<file path="src/rtl/uart_rx.sv">
// UART receiver with a free-running 16x oversample divider and majority-vote bit sampling.
// Delivers one byte per good frame and reports framing/parity errors as one-cycle pulses.
module uart_rx #(
  parameter int unsigned BAUD_DIV   = 27,
  parameter bit          PARITY_EN  = 1'b0,
  parameter bit          PARITY_ODD = 1'b0
) (
  input  logic       clk,
  input  logic       reset,
  input  logic       rx_i,
  output logic [7:0] rx_data,
  output logic       rx_data_valid,
  output logic       rx_error,
  output logic       rx_parity_error,
  output logic       rx_busy,
  output logic       baud_x16_ce
);

  localparam int unsigned DIV_W  = 16;
  localparam int unsigned TICK_W = 4;
  localparam int unsigned BIT_W  = 3;
  localparam int unsigned DATA_W = 8;

  localparam logic [2:0] S_IDLE   = 3'd0;
  localparam logic [2:0] S_START  = 3'd1;
  localparam logic [2:0] S_DATA   = 3'd2;
  localparam logic [2:0] S_PARITY = 3'd3;
  localparam logic [2:0] S_STOP   = 3'd4;
  localparam logic [2:0] S_BREAK  = 3'd5;

  localparam logic [DIV_W-1:0]  DIV_LAST  = DIV_W'(BAUD_DIV - 1);
  localparam logic [TICK_W-1:0] TICK_S7   = TICK_W'(7);
  localparam logic [TICK_W-1:0] TICK_S8   = TICK_W'(8);
  localparam logic [TICK_W-1:0] TICK_MID  = TICK_W'(9);
  localparam logic [TICK_W-1:0] TICK_LAST = TICK_W'(15);
  localparam logic [BIT_W-1:0]  BIT_LAST  = BIT_W'(7);

  logic                r_sync1, r_sync2;
  logic [DIV_W-1:0]    r_div;
  logic                r_ce;
  logic [2:0]          r_state;
  logic [TICK_W-1:0]   r_tick;
  logic [BIT_W-1:0]    r_bit;
  logic                r_s7, r_s8, r_par;
  logic [DATA_W-1:0]   r_shift, r_data;
  logic                r_valid, r_err, r_perr, r_busy;

  logic [DIV_W-1:0]    w_div;
  logic                w_ce;
  logic [2:0]          w_state;
  logic [TICK_W-1:0]   w_tick;
  logic [BIT_W-1:0]    w_bit;
  logic                w_s7, w_s8, w_par, w_vote, w_rxs;
  logic [DATA_W-1:0]   w_shift, w_data;
  logic                w_valid, w_err, w_perr, w_busy;

  // r_tick holds the index of the upcoming tick, so each tick acts on its own index
  always_comb begin
    w_rxs   = r_sync2;
    w_div   = (r_div == DIV_LAST) ? '0 : r_div + DIV_W'(1);
    w_ce    = (w_div == DIV_LAST);
    w_vote  = (r_s7 & r_s8) | (r_s7 & w_rxs) | (r_s8 & w_rxs);
    w_state = r_state;
    w_tick  = r_tick;
    w_bit   = r_bit;
    w_s7    = r_s7;
    w_s8    = r_s8;
    w_par   = r_par;
    w_shift = r_shift;
    w_data  = r_data;
    w_valid = 1'b0;
    w_err   = 1'b0;
    w_perr  = 1'b0;
    if (r_ce) begin
      w_tick = r_tick + TICK_W'(1);
      if (r_tick == TICK_S7) w_s7 = w_rxs;
      if (r_tick == TICK_S8) w_s8 = w_rxs;
      case (r_state)
        S_IDLE: begin
          w_tick = TICK_W'(1);
          if (!w_rxs) w_state = S_START;
        end
        S_START: begin
          if (r_tick == TICK_MID && w_vote) begin
            w_state = S_IDLE;
          end else if (r_tick == TICK_LAST) begin
            w_state = S_DATA;
            w_bit   = '0;
          end
        end
        S_DATA: begin
          if (r_tick == TICK_MID) w_shift[r_bit] = w_vote;
          if (r_tick == TICK_LAST) begin
            if (r_bit == BIT_LAST) w_state = PARITY_EN ? S_PARITY : S_STOP;
            else                   w_bit   = r_bit + BIT_W'(1);
          end
        end
        S_PARITY: begin
          if (r_tick == TICK_MID)  w_par   = w_vote;
          if (r_tick == TICK_LAST) w_state = S_STOP;
        end
        S_STOP: begin
          if (r_tick == TICK_MID) begin
            if (w_vote) begin
              w_data  = r_shift;
              w_valid = 1'b1;
              w_perr  = PARITY_EN && ((^r_shift ^ PARITY_ODD) != r_par);
              w_state = S_IDLE;
            end else begin
              w_err   = 1'b1;
              w_state = S_BREAK;
            end
          end
        end
        S_BREAK: begin
          if (w_rxs) w_state = S_IDLE;
        end
        default: w_state = S_IDLE;
      endcase
    end
    w_busy = (w_state != S_IDLE);
  end

  always_ff @(posedge clk or posedge reset) begin
    if (reset) begin
      r_sync1 <= 1'b1;
      r_sync2 <= 1'b1;
      r_div   <= '0;
      r_ce    <= 1'b0;
      r_state <= S_IDLE;
      r_tick  <= '0;
      r_bit   <= '0;
      r_s7    <= 1'b1;
      r_s8    <= 1'b1;
      r_par   <= 1'b0;
      r_shift <= '0;
      r_data  <= '0;
      r_valid <= 1'b0;
      r_err   <= 1'b0;
      r_perr  <= 1'b0;
      r_busy  <= 1'b0;
    end else begin
      r_sync1 <= rx_i;
      r_sync2 <= r_sync1;
      r_div   <= w_div;
      r_ce    <= w_ce;
      r_state <= w_state;
      r_tick  <= w_tick;
      r_bit   <= w_bit;
      r_s7    <= w_s7;
      r_s8    <= w_s8;
      r_par   <= w_par;
      r_shift <= w_shift;
      r_data  <= w_data;
      r_valid <= w_valid;
      r_err   <= w_err;
      r_perr  <= w_perr;
      r_busy  <= w_busy;
    end
  end

  assign rx_data         = r_data;
  assign rx_data_valid   = r_valid;
  assign rx_error        = r_err;
  assign rx_parity_error = r_perr;
  assign rx_busy         = r_busy;
  assign baud_x16_ce     = r_ce;

endmodule

</file>
<file path="config.mk">
export PLATFORM = sky130hd
export DESIGN_NAME = uart_rx
export DESIGN_NICKNAME = d
export VERILOG_FILES = /design/src/rtl/uart_rx.sv
export SDC_FILE = /design/constraint.sdc
export NUM_CORES = 1
export LEC_CHECK = 0
export BUFFER_PORTS_ARGS = -buffer_cell sky130_fd_sc_hd__buf_4
export CAP_MARGIN = 0
export CORE_MARGIN = 4
export CORE_UTILIZATION = 35
export CTS_CLUSTER_DIAMETER = 100
export DETAILED_ROUTE_END_ITERATION = 10
export GPL_TIMING_DRIVEN = 0
export PLACE_DENSITY = 0.51
export SYNTH_ARGS = -nofsm -noshare
export SYNTH_HDL_FRONTEND = slang
export SYNTH_SLANG_ARGS = --single-unit
</file>
<file path="constraint.sdc">
create_clock -name clk -period 5.33 [get_ports clk]
set_clock_uncertainty 0.1 [all_clocks]
set_input_delay 0.2665 -clock clk [delete_from_list [all_inputs] [get_ports clk]]
set_output_delay 0.2665 -clock clk [all_outputs]
set_load 0.01 [all_outputs]
</file>
==> qor.yml <==
status:
  status: "finished, final reports clean"
floorplan:
  die_w_um: 92.62
  die_h_um: 92.62
  start_util_pct: 36.48
  io_pins: 16
  core_area_mm2: 0.006869
  num_rows: 30
  die_area_mm2: 0.008578
yosys:
  yosysMostFrequentCell: "dfrtp_1"
  synth_adder_area_share_pct: 3.894
  synth_mux_area_share_pct: 5.891
  synth_top_family_by_area: "simple AND/OR/NAND/NOR gates"
  synth_fp_nets: 250
  synthSimpleGateAreaFrac_pct: 25.16
  synth_common_cells: "dfrtp_1, nand2_1, nor2_1, nand3_1, mux2_2"
  synth.cell_area_mm2: 0.002506
  yosys_warnings: 0
  synth_seq_area_share_pct: 50.12
  synth-compound-area-share_pct: 6.440
  ys_async_sr_fraction_pct: 100.0
  syn_area_per_cell_um2: 10.44
  synth_cell_types: 53
  syn_inst: 240
  synth_top_cell_area_share_pct: 45.93
  ys_top_cells_by_area: "dfrtp_1, nand2_1, mux2_2"
  synth_largest_area_cell: "dfrtp_1"
  synth_seq_cells: 50
  synth_edf_count: 0
  synth-xor-area-share_pct: 4.893
  synth_ff_type: "dfrtp_1"
final_layout:
  syn2layout_area_growth_pct: 14.48
  multi_input_area_mm2: 0.001164
  diodes: 0
  drive_above_1_share_pct: 21.13
  stdcell_count: 361
  fin_util_pct: 41.77
  layout.nets: 274
  register_area_mm2: 0.001256
  fillers: 697
setup_path:
  crit_slowest_cell: "dfrtp_1"
  worstPathCellList: "ha_1, nand3_4, nor4_1, xor2_1, nor4_1, nor4b_4"
  cp_top_family: "simple AND/OR/NAND/NOR gates"
  cp.required_ns: 5.44
  crit_path_end_kind: "flop"
  worstPathArrival_ns: 2.17
  worstPathMaxFanout: 6
  path_common_cell: "nor4_1"
  critPathLaunchType: "flop"
  cp_num_buf_inv: 0
  max_stage_delay_ns: 0.45
  timing_worst_setup_path_type: "flop to flop"
placement:
  gp_congestion: 0.7826
  place.port_buffers: 14
  dp_hpwl_mm: 3.292
  placed_cells: 351
routing:
  num_vias: 1759
  route.detailed.drc: 0
  ant_nets: 0
  wl_mm: 4.639
  dr.pass1.iters: 4
  wire_per_inst_um: 12.85
  drt_iter0_markers: 94
  viasPerCell: 4.873
grt:
  overflow: 0
  antenna_found_initial: 0
  grt_max_degree: 37
  grt_pass1_wl_mm: 8.542
  track_usage_pct: 12.19
  grt_pass1_vias: 1816
sta:
  setup_viol: 0
  fin_crit_sh_pct: 38.63
  tns_ns: 0
  hold_viol: 0
  drv_slew: 0
  rsz0062_at_grt: "no"
  fmax_mhz: 485.7
  period_minus_slack_ns: 2.059
power:
  power_density_mw_per_mm2: 224.0
  power_leakage_nw: 1.325
  fin_total_pwr_mw: 0.6427
  ir_drop_uv: 125.6
cts:
  cts_tree: "done"
  clkSinkCount: 50
  cts_root_buffer: "clkbuf_8"
  htree_levels: 2
  cts_made_buffers: 5
  path_clk_slew_ns: 0.10
  clock_path_buffers: 2
  clock_latency_ns: 0.31
job:
  maxCapViolCount: 0
min_path:
  min_path_type: "flop to flop"
path summary, 6_finish.rpt:
kind	startpoint	endpoint	slack, ns	cells after the start
max	r_div[0]	baud_x16_ce	3.27	6
min	r_sync1	r_sync2	0.26	0
max reg2reg	r_div[0]	baud_x16_ce	3.27	6
min reg2reg	r_sync1	r_sync2	0.26	0
max in group asynchronous	reset	r_s7	4.18	4
min in group asynchronous	reset	rx_data[5]	0.37	3
power breakdown:
part	switching [mW]	internal, mW
Clock	0.145	0.0986
Sequential	0.000859	0.381
Combinational	0.0115	0.00567
Total	0.157	0.486
cells by family (layout without fill, tap and decap cells):
| kind of cell | after synthesis | after routing |
|---|---|---|
| adders and majority gates | 8 | 8 |
| and+or+nand+nor | 111 | 111 |
| other | 1 | 1 |
| muxes | 13 | 13 |
| buffers and inverters | 20 | 45 |
| AOI/OAI and AO/OA | 23 | 23 |
| DFF | 50 | 50 |
| xor gates and xnor gates | 14 | 14 |
area by class of cell:
class                           count  area share, %
Buffer                             10          1.701
Timing Repair Buffer               17          5.059
Multi-Input combinational cell    170          40.56
Clock buffer                        5          2.399
Clock inverter                      3          1.003
Tap cell                           96          4.187
Sequential cell                    50          43.79
Inverter                           10          1.308
layer usage:
metal	GRT usage (%)	share of wire (%)
met2	19.64	45
met5	0	0
met3	2.518	2.9
met1	16.56	51
met4	3.541	0.86
stage by stage:
step | cell area [um^2] | setup WS [ns] | hold WS, ns
after floorplan | 2506 | 3.470 | 0.1710
after global placement | 2731 | 3.024 | 0.2468
after detailed placement | 2751 | 3.225 | 0.1682
after CTS | 2869 | 3.206 | 0.2616
after global routing | 2869 | 3.052 | 0.2643
final | 2869 | 3.271 | 0.2613
state kept, by name, summed over array words and instances, names as in the netlist:
name,flops
r_div,16
r_shift,8
rx_data,8
r_tick,4
r_bit,3
r_state,3
baud_x16_ce,1
r_s7,1
r_s8,1
r_sync1,1
r_sync2,1
rx_busy,1
rx_data_valid,1
rx_error,1
repair_timing:
| item | in CTS | in global routing |
|---|---|---|
| gates resized for setup | 0 | 0 |
| endpoints found under the hold margin | 15 | 0 |
| setup buffers | 0 | 0 |
| hold buffers | 2 | 0 |
placed cells by master, fill, tap and decap left out, types with 6 or more instances in the layout:
| cell type | instances |
|---|---|
| nor2_1 | 15 |
| o21ai_0 | 8 |
| buf_4 | 15 |
| dfrtp_1 | 46 |
| xnor2_1 | 8 |
| nand2_1 | 38 |
| nand3_1 | 12 |
| ha_1 | 7 |
| buf_2 | 6 |
| inv_1 | 7 |
| xor2_1 | 6 |
| mux2_2 | 10 |
(Power assumes the default switching activity.)
